## config.mk

```make
export PLATFORM = sky130hd
export DESIGN_NAME = mem_access
export DESIGN_NICKNAME = d
export VERILOG_FILES = /design/src/rtl/mem_access_pkg.sv /design/src/rtl/mem_access_load_align.sv /design/src/rtl/mem_access.sv
export SDC_FILE = /design/constraint.sdc
export NUM_CORES = 1
export LEC_CHECK = 0
export CORE_ASPECT_RATIO = 0.8
export CORE_MARGIN = 4
export CORE_UTILIZATION = 45
export DETAILED_ROUTE_END_ITERATION = 8
export GPL_ROUTABILITY_DRIVEN = 0
export PLACE_DENSITY = 0.89
export SETUP_SLACK_MARGIN = 0.5
export SYNTH_ARGS = -nofsm -noshare
export SYNTH_HDL_FRONTEND = slang
export SYNTH_SLANG_ARGS = --single-unit
```

## constraint.sdc

```tcl
create_clock -name clk -period 5.9 [get_ports clk]
set_clock_uncertainty 0.1 [all_clocks]
set_input_delay 1.475 -clock clk [delete_from_list [all_inputs] [get_ports clk]]
set_output_delay 1.475 -clock clk [all_outputs]
set_load 0.005 [all_outputs]
```

## src/rtl/mem_access_pkg.sv

```systemverilog
// Shared definitions for the memory-access stage: instruction bundle,
// funct3 encodings, FSM states and the alignment rule.
package mem_access_pkg;

    typedef struct packed {
        logic       is_load;
        logic       is_store;
        logic [2:0] funct3;
    } instr_t;

    localparam logic [2:0] F3_B  = 3'd0;
    localparam logic [2:0] F3_H  = 3'd1;
    localparam logic [2:0] F3_W  = 3'd2;
    localparam logic [2:0] F3_BU = 3'd4;
    localparam logic [2:0] F3_HU = 3'd5;

    typedef enum logic [1:0] {
        IDLE,
        WAIT_ACK,
        DONE
    } state_e;

    // Unsigned variants exist only for loads; unknown encodings are faults.
    function automatic logic is_misaligned(
        input logic       store,
        input logic [2:0] f3,
        input logic [1:0] a
    );
        logic bad;
        case (f3)
            F3_B:    bad = 1'b0;
            F3_H:    bad = a[0];
            F3_W:    bad = |a;
            F3_BU:   bad = store;
            F3_HU:   bad = store | a[0];
            default: bad = 1'b1;
        endcase
        return bad;
    endfunction

endpackage

```

## src/rtl/mem_access_load_align.sv

```systemverilog
// Selects and extends the addressed byte/half/word from the read data.
module load_align
    import mem_access_pkg::*;
(
    input  logic [2:0]  funct3,
    input  logic [1:0]  a,
    input  logic [31:0] rdata,
    output logic [31:0] value
);

    logic [7:0]  byte_sel;
    logic [15:0] half_sel;

    always_comb begin
        byte_sel = rdata[8*a +: 8];
        half_sel = a[1] ? rdata[31:16] : rdata[15:0];
        case (funct3)
            F3_B:    value = {{24{byte_sel[7]}}, byte_sel};
            F3_BU:   value = {24'd0, byte_sel};
            F3_H:    value = {{16{half_sel[15]}}, half_sel};
            F3_HU:   value = {16'd0, half_sel};
            F3_W:    value = rdata;
            default: value = 32'd0;
        endcase
    end

endmodule

```

## src/rtl/mem_access.sv

```systemverilog
// Memory-access stage: issues one bus transaction per load/store and
// returns the aligned/extended load value or passes the ALU result through.
module mem_access
    import mem_access_pkg::*;
#(
    parameter int ADDR_W = 32
) (
    input  logic              clk,
    input  logic              rstn,
    input  logic              enabled,
    output logic              completed,
    input  instr_t            instr,
    input  logic [31:0]       result,
    input  logic [31:0]       store_data,
    output instr_t            instr_out,
    output logic [31:0]       data_out,
    output logic              fault,
    output logic              mem_req,
    output logic              mem_we,
    output logic [ADDR_W-1:0] mem_addr,
    output logic [31:0]       mem_wdata,
    output logic [3:0]        mem_wstrb,
    input  logic [31:0]       mem_rdata,
    input  logic              mem_ack
);

    state_e            state_q, state_d;
    instr_t            instr_q, instr_d;
    logic [1:0]        a_q, a_d;
    logic              completed_q, completed_d;
    logic              fault_q, fault_d;
    logic [31:0]       data_out_q, data_out_d;
    logic              mem_req_q, mem_req_d;
    logic              mem_we_q, mem_we_d;
    logic [ADDR_W-1:0] mem_addr_q, mem_addr_d;
    logic [31:0]       mem_wdata_q, mem_wdata_d;
    logic [3:0]        mem_wstrb_q, mem_wstrb_d;

    logic [31:0] load_val;
    logic [31:0] word_addr;
    logic        mis;

    load_align u_load_align (
        .funct3 (instr_q.funct3),
        .a      (a_q),
        .rdata  (mem_rdata),
        .value  (load_val)
    );

    always_comb begin
        state_d     = state_q;
        instr_d     = instr_q;
        a_d         = a_q;
        completed_d = completed_q;
        fault_d     = fault_q;
        data_out_d  = data_out_q;
        mem_req_d   = mem_req_q;
        mem_we_d    = mem_we_q;
        mem_addr_d  = mem_addr_q;
        mem_wdata_d = mem_wdata_q;
        mem_wstrb_d = mem_wstrb_q;
        word_addr   = {result[31:2], 2'b00};
        mis = is_misaligned(instr.is_store, instr.funct3, result[1:0]);

        case (state_q)
            IDLE: begin
                if (enabled) begin
                    instr_d     = instr;
                    a_d         = result[1:0];
                    data_out_d  = 32'd0;
                    fault_d     = 1'b0;
                    mem_we_d    = 1'b0;
                    mem_wstrb_d = 4'd0;
                    mem_wdata_d = 32'd0;
                    if (!instr.is_load && !instr.is_store) begin
                        state_d     = DONE;
                        completed_d = 1'b1;
                        data_out_d  = result;
                    end else if (mis) begin
                        state_d     = DONE;
                        completed_d = 1'b1;
                        fault_d     = 1'b1;
                    end else begin
                        state_d    = WAIT_ACK;
                        mem_req_d  = 1'b1;
                        mem_we_d   = instr.is_store;
                        mem_addr_d = ADDR_W'(word_addr);
                        if (instr.is_store) begin
                            case (instr.funct3)
                                F3_B: begin
                                    mem_wstrb_d = 4'b0001 << result[1:0];
                                    mem_wdata_d = {4{store_data[7:0]}};
                                end
                                F3_H: begin
                                    mem_wstrb_d = 4'b0011 << result[1:0];
                                    mem_wdata_d = {2{store_data[15:0]}};
                                end
                                default: begin
                                    mem_wstrb_d = 4'b1111;
                                    mem_wdata_d = store_data;
                                end
                            endcase
                        end
                    end
                end
            end
            WAIT_ACK: begin
                if (mem_ack) begin
                    state_d     = DONE;
                    completed_d = 1'b1;
                    mem_req_d   = 1'b0;
                    mem_we_d    = 1'b0;
                    mem_wstrb_d = 4'd0;
                    data_out_d  = instr_q.is_store ? 32'd0 : load_val;
                end
            end
            DONE: begin
                state_d     = IDLE;
                completed_d = 1'b0;
                fault_d     = 1'b0;
            end
            default: state_d = IDLE;
        endcase
    end

    always_ff @(posedge clk) begin
        if (!rstn) begin
            state_q     <= IDLE;
            instr_q     <= '0;
            a_q         <= 2'd0;
            completed_q <= 1'b0;
            fault_q     <= 1'b0;
            data_out_q  <= 32'd0;
            mem_req_q   <= 1'b0;
            mem_we_q    <= 1'b0;
            mem_addr_q  <= '0;
            mem_wdata_q <= 32'd0;
            mem_wstrb_q <= 4'd0;
        end else begin
            state_q     <= state_d;
            instr_q     <= instr_d;
            a_q         <= a_d;
            completed_q <= completed_d;
            fault_q     <= fault_d;
            data_out_q  <= data_out_d;
            mem_req_q   <= mem_req_d;
            mem_we_q    <= mem_we_d;
            mem_addr_q  <= mem_addr_d;
            mem_wdata_q <= mem_wdata_d;
            mem_wstrb_q <= mem_wstrb_d;
        end
    end

    assign completed = completed_q;
    assign fault     = fault_q;
    assign data_out  = data_out_q;
    assign instr_out = instr_q;
    assign mem_req   = mem_req_q;
    assign mem_we    = mem_we_q;
    assign mem_addr  = mem_addr_q;
    assign mem_wdata = mem_wdata_q;
    assign mem_wstrb = mem_wstrb_q;

endmodule

```

# [Word-level counts from Yosys, hierarchy flattened]
# Cells that the tools add are included.
[op_classes] shift=3 n_reduce_logical=17 bitwise_logic=3 eq_ne=15 mux=42
[op_table] op="32-bit two-way mux" n=7
[op_table] op="32-bit case mux with 5 select lines" n=1
[op_table] op="32-bit case mux with 2 select lines" n=2
[op_table] op="32-bit by 6-bit variable part select with 8-bit output" n=1
[op_table] op="4-bit two-way mux" n=5
[op_table] op="16-bit two-way mux" n=1
[op_table] op="4-bit case mux with 2 select lines" n=2
[op_table] op="1-bit two-way mux" n=14
[op_table] op="3-bit equality test, second input constant" n=4
[op_table] op="2-bit two-way mux" n=4
[op_table] op="2-bit != test, second input constant" n=4
[op_table] op="4-bit AND reduction" n=2
[op_table] op="3-bit by 1-bit equality test with 1-bit output, second input constant" n=2
[op_table] op="3-bit by 2-bit equality test with 1-bit output, second input constant" n=2
[op_table] op="3-bit logical NOT" n=2
[op_table] op="1-bit case mux with 2 select lines" n=3
[op_table] op="2-bit AND reduction" n=3
[op_table] op="1-bit case mux with 5 select lines" n=1
[op_table] op="5-bit AND reduction" n=1
[op_table] op="2-bit case mux with 2 select lines" n=1
[op_table] op="2-bit nonzero test" n=2
[op_table] op="1-bit by 2-bit left shift with 4-bit output, first input constant" n=1
[op_table] op="2-bit by 2-bit left shift with 4-bit output, first input constant" n=1
[op_table] op="3-bit != test, second input constant" n=1
[op_table] op="11 further kinds" n=13
[totals] regBits=111 output_inout_bits=109

# [Logic depth before layout (Yosys ltp)]
# Gate-level depths: netlist (run 1).
[logic_depth] ltp_word=7 depth_mapped=9 depth_no_buf=6

# [Hierarchy]
# From an unflattened synthesis (run 1), not the netlist that was laid out.
[hier_totals] hier_cells=648 area_unflattened_um2=5734.2
[by_module_without_submodules] mod="mem_access" area_each_um2=4922.2 instances=1 seq_area_each_um2=2222.1 cells_each=539
[by_module_without_submodules] mod="load_align" area_each_um2=812.0 instances=1 seq_area_each_um2=0.0 cells_each=109

# [Worst setup path after synthesis (run 1)]
# Ideal clock, no wire load.
[synth_path] kind="input-to-reg" start="input result[0]" end="register mem_addr_q[24] (netlist: mem_addr[24])" setup_slack_ns=3.043 arrival_ns=2.642 cell_stages=6 path_buffers=2 required_ns=5.685 setup_ns=0.115 cell_sequence="buf_2 > nor4_4 > o221ai_4 > buf_6 > nand3_1 > o21ai_2"
[synth_between] elab_chain_cells=4 word_cells_on_any_way=5
[synth_lines] item="start, declared" line_no="mem_access.sv:13" rtl="input logic [31:0] result,"
[synth_lines] item="1-bit OR / 2-bit OR reduction (equally long branches)" line_no="mem_access_pkg.sv:35, mem_access_pkg.sv:33"
[synth_lines] item="1-bit case mux with 5 select lines *" line_no="mem_access_pkg.sv:30" rtl="case (f3)"
[synth_lines] item="1-bit NOT (no source line) *"
[synth_lines] item="4-bit AND reduction (no source line) *"
[synth_lines] item="end signal, assigned" line_no="mem_access.sv:148" rtl="mem_addr_q <= mem_addr_d;"
[synth_lines] item="end, declared" line_no="mem_access.sv:35" rtl="logic [ADDR_W-1:0] mem_addr_q, mem_addr_d;"
# Every way passes the cells marked *; elsewhere a longest branch is shown, timed or not.
# A chain may end at the register's enable or synchronous reset.

# [Worst setup path in the final report (run 1)]
[layout_path] start="input instr[0] (netlist bit)" end="register mem_addr_q[6] (netlist: mem_addr[6])"
[layout_between] elab_chain_cells=4 word_cells_on_any_way=8
[layout_lines] item="start, declared" line_no="mem_access.sv:12" rtl="input instr_t instr,"
[layout_lines] item="3-bit equality test, or another cell as far along" line_no="mem_access_pkg.sv:30"
[layout_lines] item="1-bit case mux with 5 select lines *" line_no="mem_access_pkg.sv:30"
[layout_lines] item="1-bit NOT (no source line) *"
[layout_lines] item="4-bit AND reduction (no source line) *"
# Marked as above.

==> metrics.yaml, run 1 <==
hold_path:
  hold_class: "flip-flop to flip-flop"
  hp-start: "mem_wdata[23]"
timing:
  setup_ws_ps: 1810
  finalSetupViolations: 0
  fmax_mhz: 245
  post-route-period-util_pct: 69.3
  setup_tns_ps: 0
  rsz0062_at_grt: "false"
  finalHoldViolations: 0
  period_minus_slack_ps: 4090
  slew_headroom_pct: 15.0
  worst_pin_slew_ps: 1270
  slew_viol_final: 0
floorplanning:
  io_pins: 214
  initial_core_util_pct: 46.9
  die_x_microns: 132
  die-area_sq_mm: 0.0141
  die_y_microns: 107
  num_rows: 35
  core_sq_mm: 0.0117
worst_setup_path:
  critPathArrivalTime_ps: 4270
  startpoint_type: "primary input"
  r2r-start: "state_q[1]"
  crit_start: "instr[0]"
  rrSetupSlack_ps: 3090
  worstSetupPathType: "primary input to flip-flop"
  cp.required_ps: 6080
  crit_fanout: 36
  end_kind: "flip-flop"
drt:
  vias_per_cell: 6.21
  drc_errors: 0
  routed_wirelength_microns: 19300
  ant_nets: 0
  firstDrtPassIters: 9
  drt-initial-drc-count: 655
  vias: 5807
  wl_per_cell_microns: 20.7
placed_design:
  dp_cells: 919
  pre_cts_ws_ps: 1490
  hpwl_microns: 14100
  portBuffers: 211
power_and_ir_drop:
  netSwitchingFraction_pct: 30.0
  power.density_mw_per_mm2: 257
  power_frac_clock_pct: 32.2
  internal_power_w: 0.00141
  pwr-share-seq_pct: 42.1
  p_total_w: 0.00201
  leakage_nw: 2.69
  p_sw_w: 0.000603
  irDropWorstVdd_mv: 0.154
  comb_power_share_pct: 25.7
clocking:
  clk_pin_slew_ps: 70
  clock_path_buffers: 2
  cts_tree: "built"
  cts_root_buf: "clkbuf_16"
  post_cts_buffers: 0
  cts.sinks: 111
  cts_hold_buf: 0
  cts_resized: 0
  insertion_delay_ps: 350
  cts_htree_levels: 3
  cts_made_buffers: 9
cells_and_area:
  final_common_cell: "clkdlybuf4s50_1"
  drive_gt1_share_pct: 9.02
  final_net_count: 890
  syn2layout_area_growth_pct: 41.9
  antenna_cells: 0
  layout_common_cells: "clkdlybuf4s50_1, dfxtp_1, nand2_1, o21ai_0, a221oi_1"
  final_cells: 935
global_route:
  grt_use_met2_pct: 43.9
  grt_pass1_wl_microns: 30100
  grt_usage_pct: 26.5
  grt_pass1_vias: 5621
  grt_use_met3_pct: 8.26
  busiest_layer: "met2"
  overflow: 0
  gr-usage-met1_pct: 31.6
  grt_max_degree: 76
  grt_antenna_before_repair: 0
synthesis:
  netlist_area_sq_mm: 0.00550
  ys_ff_latch: 111
  yosysWarnings: 0
  synth_edf_count: 0
  synthCells: 612
  ys_seq_area_share_pct: 40.4
  ys_async_sr_fraction_pct: 0
  yosys.cell_types.count: 59
  avgSynthCellArea_sq_um: 8.99
  yosys_most_used_dff: "dfxtp_1"
run:
  cap_viol_max_count: 0
outcome:
  outcome: "finished, final reports clean"
## power by group through the flow
stage	Combinational, W	Sequential, W	Clock [W]
after floorplan	0.000267	0.000854	0
after global placement	0.000486	0.000860	0
after detailed placement	0.000503	0.000862	0
after CTS	0.000508	0.000845	0.000652
after global routing	0.000554	0.000853	0.000676
final	0.000516	0.000846	0.000647
## cell families (layout without fill, tap and decap cells)
family	after synthesis	count (layout)	synth area share [%]
other	1	2	0.0682
DFF	111	111	40.4
adders and majority gates	3	3	0.683
AOI/OAI and AO/OA	230	230	29.7
muxes	41	41	7.89
buffers and inverters	64	238	6.69
and+or+nand+nor	162	162	14.6
## area by class of cell
cell class              count  area, sq um
clock buffers              10          239
clock inverters             6         77.6
fillers                   892         3930
repair buffers            216         2140
well taps                 148          185
flip-flops and latches    111         2220
multi-input cells         438         2920
inverters                   6         22.5
## worst max-delay path: stages
cell             delay, ps
clkdlybuf4s50_1       1070
a221oi_4               210
o221ai_4               770
buf_4                  480
nand3_1                140
o21ai_1                110
## stage by stage
step | area [sq um] | hold WS (ps) | utilization [%]
2_1_floorplan | 5500 | 345 | -
3_3_place_gp | 7490 | 335 | 63.8
3_5_place_dp | 7490 | 344 | 63.8
4_1_cts | 7810 | 361 | 66.5
5_1_grt | 7810 | 379 | 66.5
6_report | 7810 | 356 | 66.5
## per-layer routing
| layer | share of wire (%) | vias to the layer above | wire, microns |
|---|---|---|---|
| li1 | - | 2638 | - |
| met1 | 38 | 2733 | 7380 |
| met2 | 46 | 357 | 8940 |
| met3 | 11 | 79 | 2060 |
| met4 | 5.0 | 0 | 960 |
| met5 | 0 | - | 0 |
## worst paths after layout
| check | cells after the start | to |
|---|---|---|
| worst max-delay path | 6 | mem_addr[6] |
| worst min-delay path | 2 | mem_wdata[23] |
| worst max register to register | 6 | data_out[13] |
| worst min register to register | 2 | mem_wdata[23] |
## Yosys cell counts (2+ instances only)
master | number | share of area (%)
a211oi_1 | 14 | 1.9
a21oi_1 | 35 | 3.2
a221oi_1 | 39 | 6.2
a222oi_1 | 9 | 1.6
a22o_1 | 4 | 0.64
a22o_2 | 4 | 0.73
a32o_1 | 4 | 0.73
and2_1 | 3 | 0.34
buf_1 | 3 | 0.20
buf_2 | 18 | 1.6
buf_4 | 8 | 1.1
buf_6 | 10 | 2.0
clkbuf_1 | 19 | 1.3
dfxtp_1 | 111 | 40
ha_1 | 3 | 0.68
inv_1 | 5 | 0.34
mux2_2 | 9 | 1.8
mux2i_1 | 31 | 5.6
nand2_1 | 88 | 6.0
nand2b_1 | 3 | 0.34
nand3_1 | 31 | 2.8
nand3_2 | 2 | 0.36
nand4_1 | 2 | 0.23
nor2_1 | 6 | 0.41
nor2_2 | 2 | 0.23
nor2b_1 | 3 | 0.34
nor3_1 | 7 | 0.64
nor3_4 | 2 | 0.59
nor3b_1 | 2 | 0.27
nor3b_2 | 2 | 0.45
o21ai_0 | 67 | 6.1
o21ai_1 | 21 | 1.9
o21ai_2 | 12 | 1.9
o2bb2ai_1 | 7 | 1.1
or2_2 | 2 | 0.23
## flip-flops by register name, indices dropped and copies added, names as in the netlist, 2 cells and up
signal / flops
a_q: 2
data_out: 32
instr_out: 5
mem_addr: 30
mem_wdata: 32
mem_wstrb: 4
state_q: 2
(Power assumes the default switching activity.)
==> run 2, diff against run 1 <==
--- a/config.mk
+++ b/config.mk
@@ -7,10 +7,10 @@
 export LEC_CHECK = 0
 export CORE_ASPECT_RATIO = 0.8
 export CORE_MARGIN = 4
-export CORE_UTILIZATION = 45
+export CORE_UTILIZATION = 44
 export DETAILED_ROUTE_END_ITERATION = 8
 export GPL_ROUTABILITY_DRIVEN = 0
-export PLACE_DENSITY = 0.89
+export PLACE_DENSITY = 0.88
 export SETUP_SLACK_MARGIN = 0.5
 export SYNTH_ARGS = -nofsm -noshare
 export SYNTH_HDL_FRONTEND = slang
==> constraint.sdc (replaced) <==
create_clock -name clk -period 4.15 [get_ports clk]
set_clock_uncertainty 0.1 [all_clocks]
set_input_delay 1.0375 -clock clk [delete_from_list [all_inputs] [get_ports clk]]
set_output_delay 1.0375 -clock clk [all_outputs]
set_load 0.005 [all_outputs]
==> run 2 against run 1 <==
Sequential share of layout area decreased by 0.26 points. Final cell count increased by 3.2%. Routed wire length decreased by 0.87%. Utilization decreased by 2.0 points. Critical path depth unchanged. Die area increased by 2.1%. Power increased by 42%. Via count decreased by 2.3%. Combinational power increased by 45%. Global-route usage decreased by 1.3 points. Critical path type unchanged.
==> metrics.yaml, run 2 (synthesis results as in run 1) <==
outcome:
  outcome: "finished, final reports clean"
power_and_ir_drop:
  netSwitchingFraction_pct: 30.1  # +0.11 points
  internal_power_w: 0.00199  # +42%
  power.density_mw_per_mm2: 362  # +41%
  pwr-share-seq_pct: 42.0  # about the same
  p_sw_w: 0.000859  # +42%
  comb_power_share_pct: 26.2  # +0.5 points
  irDropWorstVdd_mv: 0.224  # +45%
  power_frac_clock_pct: 31.9  # -0.3 points
  leakage_nw: 2.72  # +1.2%
clocking:
  clk_pin_slew_ps: 80  # about the same
  post_cts_buffers: 0  # unchanged
  cts_made_buffers: 9  # unchanged
  cts_resized: 0  # unchanged
  cts_hold_buf: 0  # unchanged
  cts_tree: "built"
  cts_root_buf: "clkbuf_16"
  insertion_delay_ps: 350  # about the same
  cts.sinks: 111  # unchanged
  clock_path_buffers: 2  # unchanged
  cts_htree_levels: 3  # unchanged
hold_path:
  hold_class: "flip-flop to flip-flop"
  hp-start: "mem_addr[5]"
global_route:
  grt_antenna_before_repair: 0  # unchanged
  grt_max_degree: 60  # -21%
  grt_usage_pct: 25.2  # -1.3 points
  overflow: 0  # unchanged
  grt_pass1_vias: 5229  # -7.0%
  grt_pass1_wl_microns: 28900  # -3.8%
worst_setup_path:
  crit_start: "result[0]"
  critPathBufInv: 2  # unchanged
  startpoint_type: "primary input"
  cp.required_ps: 4340  # -1740 ps
  worstSetupPathType: "primary input to flip-flop"
  r2r-start: "state_q[0]"
  critical_path.max_stage_delay_ps: 780  # -290 ps
  end_kind: "flip-flop"
  path_delay_family: "buffers and inverters"
  crit_fanout: 32  # -11%
  critPathArrivalTime_ps: 3380  # -890 ps
  critPathSlowestCell: "o221ai_4"
  cp_cell_sequence: "clkdlybuf4s50_1, a221oi_4, o221ai_4, buf_4, nand3_1, o21ai_1"
timing:
  finalSetupViolations: 0  # unchanged
  rsz0062_at_grt: "false"
  setup_ws_ps: 956  # -858 ps
  worst_pin_slew_ps: 982  # -292 ps
  slew_headroom_pct: 34.5  # +20 points
  slew_viol_final: 0  # unchanged
  post-route-period-util_pct: 77.0
  period_minus_slack_ps: 3190
  finalHoldViolations: 0  # unchanged
  setup_tns_ps: 0  # unchanged
  fmax_mhz: 313
cells_and_area:
  final_common_cell: "clkdlybuf4s50_1"
  syn2layout_area_growth_pct: 43.3
  stdcell_area_sq_mm: 0.00788  # +0.93%
  antenna_cells: 0  # unchanged
  layout_common_cells: "clkdlybuf4s50_1, dfxtp_1, nand2_1, o21ai_0, a221oi_1"
  fillers: 951  # +6.6%
  drive_gt1_share_pct: 9.70  # +0.68 points
  final_net_count: 897  # +0.79%
  final_util_pct: 64.6  # -2.0 points
floorplanning:
  num_rows: 36  # +2.9%
  die_y_microns: 108  # +1.0%
  die-area_sq_mm: 0.0144  # +2.1%
  io_pins: 214  # unchanged
  die_x_microns: 133  # +1.1%
  initial_core_util_pct: 45.1  # -1.8 points
  core_sq_mm: 0.0122  # +4.0%
drt:
  vias_per_cell: 5.88  # -5.3%
  ant_nets: 0  # unchanged
  top_layer_used: "met4"
  vias: 5676  # -2.3%
  drt-initial-drc-count: 713  # +8.9%
  wl_per_cell_microns: 19.9  # -4.0%
  wl_met1_microns: 7890  # +6.9%
  drc_errors: 0  # unchanged
  dr_wl_met3_microns: 1940  # -5.6%
  firstDrtPassIters: 5  # -4
  routed_wirelength_microns: 19200  # -0.87%
  dr_wl_met2_microns: 8640  # -3.3%
placed_design:
  portBuffers: 211  # unchanged
  hpwl_microns: 13600  # -3.1%
  pre_cts_ws_ps: 621  # -870 ps
  post_dp_cell_area_sq_mm: 0.00757  # +1.1%
run:
  cap_viol_max_count: 0  # unchanged
[run 2: changes by cell type in the layout (fill, tap and decap cells not counted), sizes merged]
cell      previous run  this run
buf                  6        13
clkinvlp             1         0
inv                  8         9
[run 2: metrics by stage]
stage,hold slack (ps),power (W),std cells
after floorplan,345,0.00159,613
after global placement,334,0.00194,949
after detailed placement,344,0.00195,949
after CTS,358,0.00284,965
after global routing,375,0.00296,965
final,356,0.00285,965
[run 2: worst min-delay path, delay by kind of cell (launching register included)]
family          cells  cell delay (ps)
flops               1              310
simple gates        1               50
compound gates      1               50
[run 2: routing by layer]
metal	up-vias	track usage, %
li1	2646	-
met1	2648	33.1
met2	325	39.3
met3	57	6.74
met4	0	10.9
met5	-	0
[run 2: power groups by stage]
stage	Combinational (W)	Sequential (W)	Clock [W]
3_3_place_gp	0.000718	0.00122	0
6_report	0.000746	0.00120	0.000909
2_1_floorplan	0.000379	0.00121	0
3_5_place_dp	0.000731	0.00122	0
4_1_cts	0.000737	0.00120	0.000912
5_1_grt	0.000798	0.00121	0.000956
[run 2: final cells by class]
class / instances / area, sq um / area share [%]
Clock buffer: 10 / 229 / 2.91
Multi-Input combinational cell: 438 / 2920 / 37.0
Timing Repair Buffer: 223 / 2200 / 27.9
Inverter: 6 / 22.5 / 0.286
Sequential cell: 111 / 2220 / 28.2
Tap cell: 171 / 214 / 2.72
Clock inverter: 6 / 76.3 / 0.969
[run 2: worst paths after layout]
check,slack [ps],endpoint,cells after the start
min reg2reg,360,mem_addr[5],2
max reg2reg,1570,mem_addr[20],7
min,360,mem_addr[5],2
max,960,mem_addr[20],6
==> run 3, diff against run 2 <==
--- a/config.mk
+++ b/config.mk
@@ -7,10 +7,10 @@
 export LEC_CHECK = 0
 export CORE_ASPECT_RATIO = 0.8
 export CORE_MARGIN = 4
-export CORE_UTILIZATION = 44
+export CORE_UTILIZATION = 40
 export DETAILED_ROUTE_END_ITERATION = 8
 export GPL_ROUTABILITY_DRIVEN = 0
-export PLACE_DENSITY = 0.88
+export PLACE_DENSITY = 0.84
 export SETUP_SLACK_MARGIN = 0.5
 export SYNTH_ARGS = -nofsm -noshare
 export SYNTH_HDL_FRONTEND = slang
==> constraint.sdc (replaced) <==
create_clock -name clk -period 2.72 [get_ports clk]
set_clock_uncertainty 0.1 [all_clocks]
set_input_delay 0.68 -clock clk [delete_from_list [all_inputs] [get_ports clk]]
set_output_delay 0.68 -clock clk [all_outputs]
set_load 0.005 [all_outputs]
==> run 3 against run 2 <==
Worst setup slack worse by 420 ps. Utilization is 4.3 points lower. Non-clock buffer count up 15. Power grew 52%. First-iteration DRC count down 15%. Critical path depth is the same. Critical path type unchanged.
==> metrics.yaml, run 3 (synthesis results as in run 1) <==
timing:
  rsz0062_at_grt: "false"
  finalSetupViolations: 0  # unchanged
  slew_headroom_pct: 62.2  # +28 points
  period_minus_slack_ps: 2190
  fmax_mhz: 457
  worst_pin_slew_ps: 567  # -415 ps
  setup_ws_ps: 534  # -422 ps
  slew_viol_final: 0  # unchanged
  finalHoldViolations: 0  # unchanged
  setup_tns_ps: 0  # unchanged
  post-route-period-util_pct: 80.4
floorplanning:
  core_sq_mm: 0.0135  # +11%
  num_rows: 38  # +5.6%
  initial_core_util_pct: 40.7  # -4.3 points
  die_x_microns: 139  # +4.6%
  die-area_sq_mm: 0.0157  # +9.3%
  die_y_microns: 113  # +4.5%
  io_pins: 214  # unchanged
global_route:
  grt_max_degree: 77  # +28%
  grt_usage_pct: 22.7  # -2.5 points
  gr-usage-met1_pct: 29.8  # -3.3 points
  grt_antenna_before_repair: 0  # unchanged
  grt_pass1_wl_microns: 29000  # about the same
  grt_use_met2_pct: 36.1  # -3.2 points
  busiest_layer: "met2"
  overflow: 0  # unchanged
  grt_pass1_vias: 5260  # +0.59%
  grt_use_met3_pct: 6.80  # +0.058 points
drt:
  firstDrtPassIters: 7  # +2
  vias_per_cell: 5.77  # -1.9%
  vias: 5704  # +0.49%
  drc_errors: 0  # unchanged
  wl_per_cell_microns: 19.2  # -3.4%
  ant_nets: 0  # unchanged
  drt-initial-drc-count: 603  # -15%
  routed_wirelength_microns: 19000  # -0.99%
clocking:
  cts_tree: "built"
  cts_hold_buf: 0  # unchanged
  cts_made_buffers: 9  # unchanged
  clock_path_buffers: 2  # unchanged
  cts.sinks: 111  # unchanged
  clk_pin_slew_ps: 80  # about the same
  insertion_delay_ps: 350  # about the same
  cts_htree_levels: 3  # unchanged
  cts_root_buf: "clkbuf_16"
placed_design:
  pre_cts_ws_ps: 28.4  # -593 ps
  portBuffers: 211  # unchanged
  hpwl_microns: 13700  # +0.69%
power_and_ir_drop:
  irDropWorstVdd_mv: 0.324  # +45%
  power.density_mw_per_mm2: 534  # +48%
  leakage_nw: 2.86  # +5.0%
cells_and_area:
  antenna_cells: 0  # unchanged
  register_area_sq_mm: 0.00222  # +0.11%
  multi_input_area_sq_mm: 0.00295  # +1.1%
  syn2layout_area_growth_pct: 47.8
  fillers: 1148  # +21%
  final_common_cell: "clkdlybuf4s50_1"
  layout_common_cells: "clkdlybuf4s50_1, dfxtp_1, nand2_1, o21ai_0, a221oi_1"
  drive_gt1_share_pct: 12.0  # +2.3 points
  final_net_count: 912  # +1.7%
worst_setup_path:
  r2r_cells: 7  # unchanged
  critPathArrivalTime_ps: 2320  # -1060 ps
  cp.required_ps: 2860  # -1480 ps
  worstSetupPathType: "primary input to flip-flop"
  regToRegEndpoint: "data_out[23]"
  crit_fanout: 28  # -13%
  r2r-start: "state_q[0]"
  startpoint_type: "primary input"
  end_kind: "flip-flop"
  rrSetupSlack_ps: 620  # -950 ps
outcome:
  outcome: "finished, final reports clean"
run:
  cap_viol_max_count: 0  # unchanged
hold_path:
  hp-start: "mem_wdata[16]"
  holdPathStages: 2  # unchanged
  hold_class: "flip-flop to flip-flop"
  hold_path_end: "mem_wdata[16]"
[run 3: cell count changes in the layout (fill, tap and decap cells not counted), moves of 2 or more]
cell,delta
buf_12,+7
buf_4,+7
clkdlybuf4s50_1,-3
dlymetal6s2s_1,+3
dfxtp_1,-2
dfxtp_2,+2
nor3_1,-2
nor3_2,+2
[run 3: what timing repair did]
| item | CTS | global route |
|---|---|---|
| resized for setup | 3 | 7 |
| setup buffers | 2 | 0 |
| cloned | 0 | 1 |
| pin swaps | 2 | 3 |
| endpoints found under the setup margin | 77 | 58 |
[run 3: critical path, cell delays in order]
cell and delay [ps]:
clkdlybuf4s50_1 480, buf_4 220, nor3_4 300, buf_12 220, a21oi_1 90, a221oi_1 330
[run 3: final cells by class]
class / count / share of cell area (%)
clock buffer: 10 / 2.82
clock inverter: 6 / 0.708
inverter: 6 / 0.277
multi-input combinational: 438 / 36.3
sequential: 111 / 27.4
tap: 180 / 2.77
timing repair buffer: 238 / 29.8
[run 3: report_power, final]
group          internal, W  switching [W]
registers          0.00175      0.0000796
logic             0.000615       0.000587
clock network     0.000649       0.000669
[run 3: routing by layer]
layer,routed length (microns),part of all wire [%]
met5,0,0
met4,695,3.7
met3,1790,9.4
met2,8680,46
met1,7820,41
[run 3: per-stage QoR]
stage          std cells  util (%)  total power (W)  hold slack [ps]  instance area, sq um
6_report             989      60.2          0.00435              355                  8130
5_1_grt              989      60.2          0.00453              379                  8130
4_1_cts              988      59.8          0.00433              358                  8080
3_5_place_dp         970      57.4          0.00302              341                  7750
3_3_place_gp         970      57.4          0.00300              332                  7750
2_1_floorplan        613         -          0.00243              345                  5500
[run 3: how the worst max path moves through the flow]
stage | startpoint | end | cells after the start
floorplan | result[0] | mem_addr[24] | 6
global placement | instr[2] | mem_wdata[5] | 5
detailed placement | instr[2] | mem_wdata[3] | 5
CTS | instr[2] | mem_wdata[3] | 6
global route | instr[3] | data_out[14] | 6
finish | instr[3] | data_out[23] | 6
